`config.mk`:
```
export PLATFORM = sky130hd
export DESIGN_NAME = rp_pio_err_ctrl
export DESIGN_NICKNAME = d
export VERILOG_FILES = /design/src/rtl/rp_pio_err_ctrl.sv
export SDC_FILE = /design/constraint.sdc
export NUM_CORES = 1
export LEC_CHECK = 0
export CAP_MARGIN = 20
export CORE_MARGIN = 2
export CORE_UTILIZATION = 35
export CTS_BUF_LIST = sky130_fd_sc_hd__clkbuf_4 sky130_fd_sc_hd__clkbuf_8
export DETAILED_ROUTE_END_ITERATION = 10
export DONT_BUFFER_PORTS = 1
export GPL_TIMING_DRIVEN = 0
export PLACE_DENSITY_LB_ADDON = 0.25
export SYNTH_ARGS = -nofsm -noshare
export SYNTH_HDL_FRONTEND = slang
export SYNTH_SLANG_ARGS = --single-unit
```
`constraint.sdc`:
```
create_clock -name clk -period 7.65 [get_ports clk]
set_input_delay 0.3825 -clock clk [delete_from_list [all_inputs] [get_ports clk]]
set_output_delay 0.3825 -clock clk [all_outputs]
set_load 0.01 [all_outputs]
```
`src/rtl/rp_pio_err_ctrl.sv`:
```
// Root Port PIO error controller: tag allocation, per-tag completion timeout,
// RP PIO status classification, mask, RW1C status and first-error pointer.
module rp_pio_err_ctrl #(
   parameter int NUM_TAGS   = 8,
   parameter int CTO_CYCLES = 1024
) (
   input  logic                          clk,
   input  logic                          rst_n,
   input  logic                          req_valid_i,
   input  logic [1:0]                    req_type_i,
   output logic                          req_ready_o,
   output logic [$clog2(NUM_TAGS)-1:0]   req_tag_o,
   input  logic                          cpl_valid_i,
   input  logic [$clog2(NUM_TAGS)-1:0]   cpl_tag_i,
   input  logic [2:0]                    cpl_status_i,
   input  logic [31:0]                   mask_i,
   input  logic                          sts_w1c_i,
   input  logic [31:0]                   sts_wdata_i,
   output logic [31:0]                   status_o,
   output logic                          first_err_vld_o,
   output logic [4:0]                    first_err_ptr_o,
   output logic [$clog2(NUM_TAGS)-1:0]   first_err_tag_o,
   output logic                          err_irq_o,
   output logic                          unexp_cpl_o,
   output logic [$clog2(NUM_TAGS):0]     outstanding_o
);

   localparam int TW = $clog2(NUM_TAGS);
   localparam int CW = $clog2(CTO_CYCLES);
   // Loaded with CTO_CYCLES-1 so that the tag expires in cycle T+CTO_CYCLES.
   localparam logic [CW-1:0] CNT_LOAD = CW'(CTO_CYCLES - 1);

   function automatic logic [4:0] grp_base(input logic [1:0] t);
      case (t)
         2'd0:    grp_base = 5'd0;
         2'd1:    grp_base = 5'd8;
         default: grp_base = 5'd16;
      endcase
   endfunction

   logic [NUM_TAGS-1:0] busy_q, busy_d;
   logic [1:0]          type_q [NUM_TAGS];
   logic [1:0]          type_d [NUM_TAGS];
   logic [CW-1:0]       cnt_q  [NUM_TAGS];
   logic [CW-1:0]       cnt_d  [NUM_TAGS];
   logic [31:0]         status_q, status_d;
   logic                vld_q, vld_d;
   logic [4:0]          ptr_q, ptr_d;
   logic [TW-1:0]       ptag_q, ptag_d;
   logic                irq_q, irq_d;
   logic                unexp_q, unexp_d;
   logic [TW:0]         outst_q, outst_d;

   logic                req_ready_s;
   logic [TW-1:0]       req_tag_s;
   logic                alloc_s;
   logic                cpl_hit_s;
   logic                cpl_err_s;
   logic [4:0]          cpl_idx_s;
   logic [NUM_TAGS-1:0] expire_s;
   logic [NUM_TAGS-1:0] cto_s;
   logic [31:0]         new_ev_s;
   logic [TW-1:0]       ev_tag_s [32];
   logic [31:0]         clr_s;
   logic [31:0]         unm_s;
   logic [4:0]          cap_ptr_s;

   // Lowest free tag from the registered busy vector.
   always_comb begin
      req_ready_s = ~&busy_q;
      req_tag_s   = '0;
      for (int i = NUM_TAGS - 1; i >= 0; i--) begin
         req_tag_s = busy_q[i] ? req_tag_s : TW'(i);
      end
   end

   // Per-tag timers, completion handling, allocation and event generation.
   always_comb begin
      logic [4:0] idx;
      busy_d   = busy_q;
      type_d   = type_q;
      cnt_d    = cnt_q;
      new_ev_s = 32'h0000_0000;
      idx      = 5'd0;
      for (int b = 0; b < 32; b++) begin
         ev_tag_s[b] = '0;
      end
      cpl_hit_s = cpl_valid_i && busy_q[cpl_tag_i];
      cpl_err_s = cpl_hit_s && (cpl_status_i != 3'b000);
      cpl_idx_s = grp_base(type_q[cpl_tag_i]) + ((cpl_status_i == 3'b100) ? 5'd1 : 5'd0);
      for (int i = NUM_TAGS - 1; i >= 0; i--) begin
         expire_s[i]   = busy_q[i] && (cnt_q[i] == '0);
         cto_s[i]      = expire_s[i] && !(cpl_hit_s && (cpl_tag_i == TW'(i)));
         busy_d[i]     = busy_q[i] & ~expire_s[i];
         cnt_d[i]      = (busy_q[i] && !expire_s[i]) ? (cnt_q[i] - CW'(1)) : cnt_q[i];
         idx           = grp_base(type_q[i]) + 5'd2;
         new_ev_s[idx] = new_ev_s[idx] | cto_s[i];
         ev_tag_s[idx] = cto_s[i] ? TW'(i) : ev_tag_s[idx];
      end
      busy_d[cpl_tag_i]   = busy_d[cpl_tag_i] & ~cpl_hit_s;
      new_ev_s[cpl_idx_s] = new_ev_s[cpl_idx_s] | cpl_err_s;
      ev_tag_s[cpl_idx_s] = cpl_err_s ? cpl_tag_i : ev_tag_s[cpl_idx_s];

      alloc_s           = req_valid_i && req_ready_s;
      busy_d[req_tag_s] = busy_d[req_tag_s] | alloc_s;
      type_d[req_tag_s] = alloc_s ? req_type_i : type_d[req_tag_s];
      cnt_d[req_tag_s]  = alloc_s ? CNT_LOAD : cnt_d[req_tag_s];

      outst_d = '0;
      for (int i = 0; i < NUM_TAGS; i++) begin
         outst_d = outst_d + {{TW{1'b0}}, busy_d[i]};
      end
   end

   // Status RW1C (set wins over clear), pointer capture/invalidate, pulses.
   always_comb begin
      clr_s     = sts_w1c_i ? sts_wdata_i : 32'h0000_0000;
      unm_s     = new_ev_s & ~mask_i;
      cap_ptr_s = 5'd0;
      for (int b = 31; b >= 0; b--) begin
         cap_ptr_s = unm_s[b] ? 5'(b) : cap_ptr_s;
      end
      status_d = (status_q & ~clr_s) | new_ev_s;
      irq_d    = |unm_s;
      unexp_d  = cpl_valid_i && !busy_q[cpl_tag_i];
      ptr_d    = ptr_q;
      ptag_d   = ptag_q;
      if (!vld_q) begin
         if (|unm_s) begin
            vld_d  = 1'b1;
            ptr_d  = cap_ptr_s;
            ptag_d = ev_tag_s[cap_ptr_s];
         end else begin
            vld_d  = 1'b0;
         end
      end else if (clr_s[ptr_q] && !new_ev_s[ptr_q]) begin
         vld_d = 1'b0;
      end else begin
         vld_d = 1'b1;
      end
   end

   // State registers; reset drops every outstanding tag silently.
   always_ff @(posedge clk or negedge rst_n) begin
      if (!rst_n) begin
         busy_q   <= '0;
         status_q <= 32'h0000_0000;
         vld_q    <= 1'b0;
         ptr_q    <= 5'd0;
         ptag_q   <= '0;
         irq_q    <= 1'b0;
         unexp_q  <= 1'b0;
         outst_q  <= '0;
         for (int i = 0; i < NUM_TAGS; i++) begin
            type_q[i] <= 2'd0;
            cnt_q[i]  <= '0;
         end
      end else begin
         busy_q   <= busy_d;
         status_q <= status_d;
         vld_q    <= vld_d;
         ptr_q    <= ptr_d;
         ptag_q   <= ptag_d;
         irq_q    <= irq_d;
         unexp_q  <= unexp_d;
         outst_q  <= outst_d;
         for (int i = 0; i < NUM_TAGS; i++) begin
            type_q[i] <= type_d[i];
            cnt_q[i]  <= cnt_d[i];
         end
      end
   end

   assign req_ready_o     = req_ready_s;
   assign req_tag_o       = req_tag_s;
   assign status_o        = status_q;
   assign first_err_vld_o = vld_q;
   assign first_err_ptr_o = ptr_q;
   assign first_err_tag_o = ptag_q;
   assign err_irq_o       = irq_q;
   assign unexp_cpl_o     = unexp_q;
   assign outstanding_o   = outst_q;

endmodule
```
==> flow_summary.ini, run 1 <==
[global_route]
globalRouteOverflowTotal = 0
grt_usage = 0.236
grt_pass1_wl_microns = 51200
grt_max_degree = 151
antenna_found_initial = 0
grt_pass1_vias = 8610

[detailed_routing]
routed.top_layer = met4
wl_per_cell_microns = 23.1
antenna_left = 0
m1WireLength_microns = 14400
vias_per_cell = 5.89
first_pass_iters = 6
dr_wl_met3_microns = 3110
drt-total-wl_microns = 34500
met2_length_microns = 15400
vias = 8802
drt_iter0_markers = 1086
drc_errors = 0

[floorplanning]
core_area_sq_um = 27600
row_count = 61
die_area_sq_um = 29200
start_util = 0.353
die_y_microns = 171
io_pins = 128
die_x_microns = 171

[synth]
yosysTopAreaCell = dfrtp_1
seq_area_frac_synth = 0.385
synthTopCellsByArea = dfrtp_1 38%, mux2i_1 5.5%, nand2_1 4.0%, nor2_1 3.6%, xnor2_1 3.1%
synth_edf_count = 0
synth_top_cell_area_share = 0.385
syn-cell-area_sq_um = 9750
postSynthCellCount = 1059
syn_nets = 1152
synth_seq_cells = 150
syn_area_per_cell_sq_um = 9.21
yosysWarnings = 0
synth_flop_cell = dfrtp_1
synth_most_common_cell = dfrtp_1
ys_types = 96
synth_async_sr_flop_share = 1.00
synth_commonest_cells = 150 x dfrtp_1, 104 x nand2_1, 93 x nor2_1, 58 x o21ai_0, 54 x mux2i_1

[pwr]
clkPwrFrac = 0.141
irDropWorstVdd_uv = 146
cellPowerDensity_nw_per_um2 = 409
leakagePower_nw = 4.11
p_int_w = 0.00215
swShare = 0.516
switchingPower_w = 0.00230
pwr-share-seq = 0.321
comb_power_share = 0.538

[worst_setup_path]
start_kind = flop
cp_max_fo = 10
path_class = reg -> reg
end_kind = flop
cp.arrival_ns = 6.22
required_ns = 8.03

[timing]
clock_skew_ns = 0.0179
worst_pin_slew_ns = 1.14
hold_viol_final = 0
rsz0062_at_grt = false
max_freq_mhz = 171
finalSetupViolations = 0
finalCriticalPeriod_ns = 5.84
slew_headroom = 0.239
tns_ns = 0
fin_crit_sh = 0.763
slew_violations = 0

[cells_and_area]
num_antenna_cells = 0
final_area_sq_um = 10900
nNetsFinal = 1196
syn_to_final_growth_pct = 11.6
drive_gt1_frac = 0.0959

[clock_network]
cts_sinks = 150
cts_buffers = 17
cts_resized = 0
clk_pin_slew_ns = 0.11
htreeDepth = 4
hold_buffers = 17
cts_setup_buffers = 0
clockBufferDepth = 2
worstSkewPairLatency_ns = 0.48
cts_tree = done
root_buffer = clkbuf_8

[placement]
io_buffer_count = 0
gp_congestion = 0.984
place_area_sq_um = 10300
dpl.hpwl_microns = 26200

[hold_path]
holdCritPathClass = in -> reg

[job]
maxCapViolCount = 0

[outcome]
outcome = complete, no violations
==> power groups by stage <==
stage	Clock, W	Sequential, W	Combinational [W]
6_report	0.000630	0.00143	0.00240
3_3_place_gp	0	0.00143	0.00227
2_1_floorplan	0	0.00133	0.00157
4_1_cts	0.000640	0.00142	0.00236
3_5_place_dp	0	0.00144	0.00231
5_1_grt	0.000676	0.00147	0.00258
==> registers in the layout, summed over array words and instances, names as in the netlist <==
| register | cells |
|---|---|
| first_err_vld_o | 1 |
| busy_q | 8 |
| cnt_q | 80 |
| err_irq_o | 1 |
| outstanding_o | 4 |
| unexp_cpl_o | 1 |
| first_err_tag_o | 3 |
| first_err_ptr_o | 4 |
| status_o | 32 |
| type_q | 16 |
==> metal layers <==
layer / global-route usage / vias to the layer above
met5: 0 / -
met1: 0.298 / 4241
met4: 0.108 / 0
met2: 0.382 / 443
met3: 0.0557 / 90
li1: - / 4028
==> worst max-delay path, cell delays in order (launching register included) <==
cell	delay [ns]
dfrtp_1	0.42
clkbuf_1	0.49
o21ai_0	0.22
a21boi_1	0.28
o21ai_1	0.27
buf_6	0.26
clkbuf_1	0.36
nor2_1	0.77
a21o_1	0.24
inv_1	0.05
fa_1	0.57
inv_1	0.08
fa_1	0.53
fa_1	0.43
ha_1	0.24
fa_1	0.38
xor2_1	0.15
==> cell type report <==
type                    count  area (sq um)
fillers                  2845         16700
multi-input cells         821          5650
flip-flops and latches    150          3750
well taps                 378           473
repair buffers             25           262
clock buffers              17           234
plain buffers              42           179
inverters                  46           173
clock inverters            15           163
==> cells in the final DEF, fill, tap and decap left out, drive strengths merged, types with 25 or more instances in the layout <==
cell	n
a21boi	25
a21oi	55
clkbuf	44
dfrtp	150
inv	53
mux2i	54
nand2	104
nor2	94
nor3	33
nor4	28
o21ai	60
xnor2	35
xor2	30
==> path summary, 6_finish.rpt <==
check	from	cells after the start	to	slack [ns]
setup reg to reg	busy_q[4]	16	outstanding_o[2]	1.81
hold reg to reg	status_o[16]	2	status_o[16]	0.56
hold / removal	sts_wdata_i[5]	1	status_o[5]	0.004
setup / recovery	busy_q[4]	16	outstanding_o[2]	1.81
max in group asynchronous	rst_n	2	cnt_q[3]	6.48
min in group asynchronous	rst_n	2	status_o[3]	0.61
==> metrics by stage <==
step	instances	util	power [W]	hold WS [ns]	worst slack [ns]
after CTS	1491	0.393	0.00442	0.000407	1.87
after global routing	1494	0.394	0.00473	0.00370	1.56
final	1494	0.394	0.00445	0.00426	1.81
after detailed placement	1442	0.372	0.00375	0.0903	1.92
after global placement	1437	0.370	0.00370	0.0901	1.67
after floorplan	1059	-	0.00290	0.0869	2.83
==> kinds of logic after synthesis <==
logic type / share of synthesized area
buffers and inverters: 0.0361
adders and majority gates: 0.0236
DFF: 0.385
xor gates and xnor gates: 0.0584
AOI/OAI and AO/OA: 0.197
other: 0.000385
muxes: 0.0831
and+or+nand+nor: 0.217
(Power assumes the default switching activity.)
==> inputs of run 2 (changes only) <==
==> constraint.sdc (replaced) <==
create_clock -name clk -period 5.76 [get_ports clk]
set_input_delay 0.288 -clock clk [delete_from_list [all_inputs] [get_ports clk]]
set_output_delay 0.288 -clock clk [all_outputs]
set_load 0.01 [all_outputs]
==> flow_summary.ini, run 2 (synthesis gave the netlist of run 1 again) <==
[outcome]
outcome = complete, no violations

[pwr]
pwr-share-seq = 0.320
irDropWorstVdd_uv = 194
cellPowerDensity_nw_per_um2 = 537
p_int_w = 0.00288
fin_total_pwr_w = 0.00595
comb_power_share = 0.540
swShare = 0.516
clkPwrFrac = 0.140
switchingPower_w = 0.00307
leakagePower_nw = 4.19

[placement]
placed_cells = 1442
gp_congestion = 0.984
io_buffer_count = 0
dpl.hpwl_microns = 26200

[global_route]
globalRouteOverflowTotal = 0
antenna_found_initial = 0
grt_usage = 0.237
grt_pass1_wl_microns = 51600
grt_pass1_vias = 8722
grt_max_degree = 151

[timing]
holdWs_ns = 0.0270
finalCriticalPeriod_ns = 5.56
rsz0062_at_grt = false
clock_skew_ns = 0.0223
worst_pin_slew_ns = 1.18
max_freq_mhz = 180
hold_viol_final = 0
fin_crit_sh = 0.964
slew_headroom = 0.212
slew_violations = 0
finalSetupViolations = 0

[floorplanning]
die_area_sq_um = 29200
start_util = 0.353
die_x_microns = 171
core_area_sq_um = 27600
row_count = 61
io_pins = 128
die_y_microns = 171

[worst_setup_path]
worst-r2r-setup-slack_ns = 0.20
start_kind = flop
required_ns = 6.14
reg2reg_from = cnt_q[53]
cp.arrival_ns = 5.93
cp_max_fo = 8
r2r-end = outstanding_o[2]
path_class = reg -> reg
end_kind = flop
rr_worst_depth = 14

[job]
maxCapViolCount = 0

[detailed_routing]
dr_wl_met3_microns = 3290
vias_per_cell = 5.91
drc_errors = 0
drt-total-wl_microns = 34800
antenna_left = 0
routed.top_layer = met4
met2_length_microns = 15600
m1WireLength_microns = 14400
wl_per_cell_microns = 23.0
drt_iter0_markers = 883
vias = 8920
first_pass_iters = 5

[clock_network]
cts_tree = done
clk_pin_slew_ns = 0.11
worstSkewPairLatency_ns = 0.49
clockBufferDepth = 2
cts_buffers = 17
cts_setup_buffers = 0
root_buffer = clkbuf_8
cts_sinks = 150
htreeDepth = 4

[cells_and_area]
num_antenna_cells = 0
drive_gt1_frac = 0.0990
syn_to_final_growth_pct = 13.5
finalNonFillerCells = 1509
largest_reg_flops = 80
layout.cells.most_common = dfrtp_1
nNetsFinal = 1211
final_cell_mix = 150 x dfrtp_1, 104 x nand2_1, 91 x nor2_1, 57 x o21ai_0, 54 x mux2i_1
top_register = cnt_q

[hold_path]
min-delay-start = req_valid_i
hold_end = busy_q[0]
hold_depth = 2
holdCritPathClass = in -> reg
-- run 2: cell types whose count changed in the layout (fill, tap and decap cells not counted), moves of 2 or more --
| cell | change |
|---|---|
| nor2_2 | +2 |
| nor2_1 | -2 |
| dlygate4sd3_1 | +15 |
| clkbuf_2 | +2 |
| clkbuf_1 | -2 |
-- run 2: worst max-delay path by stage --
stage,from,to,slack [ns],cells past startpoint
after floorplan,cnt_q[60],outstanding_o[2],0.94,17
after global placement,busy_q[5],outstanding_o[2],-0.22,16
after detailed placement,busy_q[4],outstanding_o[2],0.03,16
after CTS,cnt_q[30],outstanding_o[2],0.04,17
after global routing,cnt_q[30],outstanding_o[2],0.01,18
final,cnt_q[53],outstanding_o[2],0.20,14
-- run 2: per-layer routing --
| layer | GRT usage | vias to the layer above |
|---|---|---|
| li1 | - | 4051 |
| met1 | 0.300 | 4310 |
| met2 | 0.385 | 467 |
| met3 | 0.0557 | 92 |
| met4 | 0.108 | 0 |
| met5 | 0 | - |
-- run 2: through the flow --
step | area (sq um) | setup TNS (ns) | setup WS, ns | util
floorplan | 9750 | 0 | 0.939 | -
global placement | 10200 | -0.355 | -0.220 | 0.370
detailed placement | 10300 | 0 | 0.0293 | 0.372
CTS | 11000 | 0 | 0.0409 | 0.399
global route | 11100 | 0 | 0.0132 | 0.401
finish | 11100 | 0 | 0.205 | 0.401
-- run 2: cell type report --
type,count,area [sq um]
well taps,378,473
clock buffers,17,234
fillers,2828,16600
repair buffers,40,412
plain buffers,42,181
multi-input cells,821,5680
inverters,46,173
flip-flops and latches,150,3750
clock inverters,15,163
-- run 2: power by group through the flow --
| stage | sequential [W] | combinational, W | clock [W] |
|---|---|---|---|
| 2_1_floorplan | 0.00177 | 0.00208 | 0 |
| 6_report | 0.00190 | 0.00321 | 0.000835 |
| 5_1_grt | 0.00195 | 0.00346 | 0.000899 |
| 3_3_place_gp | 0.00190 | 0.00302 | 0 |
| 3_5_place_dp | 0.00191 | 0.00307 | 0 |
| 4_1_cts | 0.00189 | 0.00314 | 0.000851 |
-- run 2: what timing repair did --
action                                  in CTS  in global routing
hold buffers                                35                  0
resized for setup                            1                  8
endpoints found under the hold margin      182                  0
endpoints found under the setup margin       1                  3
-- run 2: critical path, stage by stage (launching register included) --
cell and delay, ns:
dfrtp_1 0.45, or4_1 0.60, o41ai_2 0.82, mux4_2 0.42, nand2_1 0.11, a31oi_1 0.21, o21ai_1 0.19, a21oi_1 0.33
fa_1 0.54, inv_1 0.11, fa_1 0.44, fa_1 0.47, ha_1 0.24, fa_1 0.38, xor2_1 0.15
==> inputs of run 3 (changes only) <==
--- a/config.mk
+++ b/config.mk
@@ -5,6 +5,7 @@
 export SDC_FILE = /design/constraint.sdc
 export NUM_CORES = 1
 export LEC_CHECK = 0
+export ABC_AREA = 1
 export CAP_MARGIN = 20
 export CORE_MARGIN = 2
 export CORE_UTILIZATION = 35
==> flow_summary.ini, run 3 <==
[outcome]
outcome = complete, no violations

[synth]
synth_flop_cell = dfrtp_1
synth_seq_cells = 150
seq_area_frac_synth = 0.375
postSynthCellCount = 1413
syn_area_per_cell_sq_um = 7.08
syn_nets = 1506
synth_commonest_cells = 384 x nand2_1, 182 x inv_1, 150 x dfrtp_1, 133 x nor2_1, 128 x o21ai_0
ys_types = 52
synthTopCellsByArea = dfrtp_1 38%, nand2_1 14%, inv_1 6.8%, o21ai_0 6.4%, nor2_1 5.0%
synth_edf_count = 0
yosysTopAreaCell = dfrtp_1
yosysWarnings = 0
synth_top_cell_area_share = 0.375
syn-cell-area_sq_um = 10000
synth_most_common_cell = nand2_1
synth_async_sr_flop_share = 1.00

[detailed_routing]
vias_per_cell = 5.21
wl_per_cell_microns = 18.4
antenna_left = 0
drt_iter0_markers = 853
met2_length_microns = 15800
drt-total-wl_microns = 34300
first_pass_iters = 6
m1WireLength_microns = 15100
dr_wl_met3_microns = 2320
vias = 9705
drc_errors = 0
routed.top_layer = met4

[global_route]
grt_pass1_vias = 9487
grt_max_degree = 151
globalRouteOverflowTotal = 0
grt_pass1_wl_microns = 53500
antenna_found_initial = 0
grt_usage = 0.229

[cells_and_area]
num_antenna_cells = 0
final_cell_mix = 381 x nand2_1, 180 x inv_1, 150 x dfrtp_1, 131 x nor2_1, 127 x o21ai_0
syn_to_final_growth_pct = 12.8
top_register = cnt_q
seq_area_sq_um = 3750
multi_input_area_sq_um = 5420
finalNonFillerCells = 1861
fin_util = 0.404
drive_gt1_frac = 0.0661
layout.cells.most_common = nand2_1
fillCellCount = 3040
nNetsFinal = 1563
largest_reg_flops = 80
final_area_sq_um = 11300

[clock_network]
clockBufferDepth = 2
root_buffer = clkbuf_8
cts_buffers = 17
cts_sinks = 150
cts_tree = done
htreeDepth = 4
worstSkewPairLatency_ns = 0.48
clk_pin_slew_ns = 0.11

[worst_setup_path]
end_kind = flop
required_ns = 6.10
cp.arrival_ns = 5.82
cp_slowest_cell = dfrtp_1
cp_cell_sequence = nand2_1 -> o21ai_0 -> inv_1 -> nor2_1 -> inv_1 -> nor2_1 -> clkbuf_1 -> a21oi_1 -> fa_1 -> inv_1 -> fa_1 -> fa_1 -> ha_1 -> fa_1 -> xor2_1
cp_max_fo = 10
path_class = reg -> reg
max_stage_delay_ns = 0.61
start_kind = flop
crit_top_cell = fa_1

[pwr]
leakagePower_nw = 5.36
irDropWorstVdd_uv = 238
cellPowerDensity_nw_per_um2 = 664
fin_total_pwr_w = 0.00750

[timing]
slew_headroom = 0.206
finalCriticalPeriod_ns = 5.48
finalSetupViolations = 0
max_freq_mhz = 183
worst_pin_slew_ns = 1.19
hold_viol_final = 0
clock_skew_ns = 0.0270
fin_crit_sh = 0.951
slew_violations = 0
tns_ns = 0

[floorplanning]
core_area_sq_um = 27900
die_area_sq_um = 30000
io_pins = 128
row_count = 61
die_y_microns = 173
die_x_microns = 173
start_util = 0.358

[hold_path]
holdCritPathClass = in -> reg

[placement]
placed_cells = 1793
place_area_sq_um = 10500
io_buffer_count = 0
gp_congestion = 0.953
dpl.hpwl_microns = 26200

[job]
maxCapViolCount = 0
-- run 3: cell count changes after synthesis, sizes merged, moves of 44 or more --
cell   change
o21ai     +76
nand2    +286
mux2i     -54
nand3     +54
inv      +142
nor2      +44
-- run 3: logic make-up (layout without fill, tap and decap cells) --
group | Yosys count | in the layout | synth area share
adder cells (fa/ha/maj) | 16 | 16 | 0.0230
flip-flops | 150 | 150 | 0.375
XOR/XNOR | 64 | 64 | 0.0560
AND/OR/NAND/NOR | 670 | 670 | 0.288
AO/OA/AOI/OAI | 283 | 283 | 0.169
buffers and inverters | 229 | 299 | 0.0879
other | 1 | 1 | 0.000375
-- run 3: cell type report --
type                    count  area share
multi-input cells        1034       0.480
clock buffers              17      0.0207
plain buffers              36      0.0137
flip-flops and latches    150       0.332
well taps                 378      0.0419
clock inverters            15      0.0139
inverters                 193      0.0642
repair buffers             38      0.0330
-- run 3: power by group --
group	internal, W	switching (W)
registers	0.00152	0.000444
clock network	0.000361	0.000487
logic	0.00148	0.00321
-- run 3: worst max-delay path, delay by kind of cell (launching register included) --
kind                       cells  cell delay (ns)
adders and majority gates      5             2.16
and+or+nand+nor                3             0.74
AOI/OAI and AO/OA              2             0.79
buffers and inverters          4             0.89
DFF                            1             0.61
xor gates and xnor gates       1             0.15
-- run 3: through the flow --
stage / hold WS, ns / worst slack (ns)
final: 0.0199 / 0.282
after CTS: 0.0107 / 0.0707
after global routing: 0.0169 / -0.00589
after floorplan: -0.00759 / 0.807
after detailed placement: 0.00618 / -0.453
after global placement: 0.00714 / -0.384
-- run 3: worst paths after layout --
kind                                 from                 end  slack (ns)  cells after the start
hold / removal             sts_wdata_i[1]         status_o[1]        0.02                      3
min in group asynchronous           rst_n  first_err_tag_o[1]        0.42                      2
hold reg to reg                 type_q[4]           type_q[4]        0.52                      2
max in group asynchronous           rst_n           cnt_q[40]        4.63                      2
setup reg to reg                busy_q[6]    outstanding_o[2]        0.28                     15
setup / recovery                busy_q[6]    outstanding_o[2]        0.28                     15
-- run 3: metal layers --
| metal | vias to the layer above | track usage |
|---|---|---|
| met5 | - | 0 |
| met4 | 0 | 0.0847 |
| met3 | 76 | 0.0486 |
| met2 | 310 | 0.373 |
| met1 | 4549 | 0.299 |
| li1 | 4770 | - |
-- run 3: timing repair --
action	in CTS	in global routing
endpoints found under the hold margin	177	0
hold buffers	29	0
buffers inserted	1	4
pin swaps	2	3
setup endpoints to repair	3	3
gates resized for setup	6	8
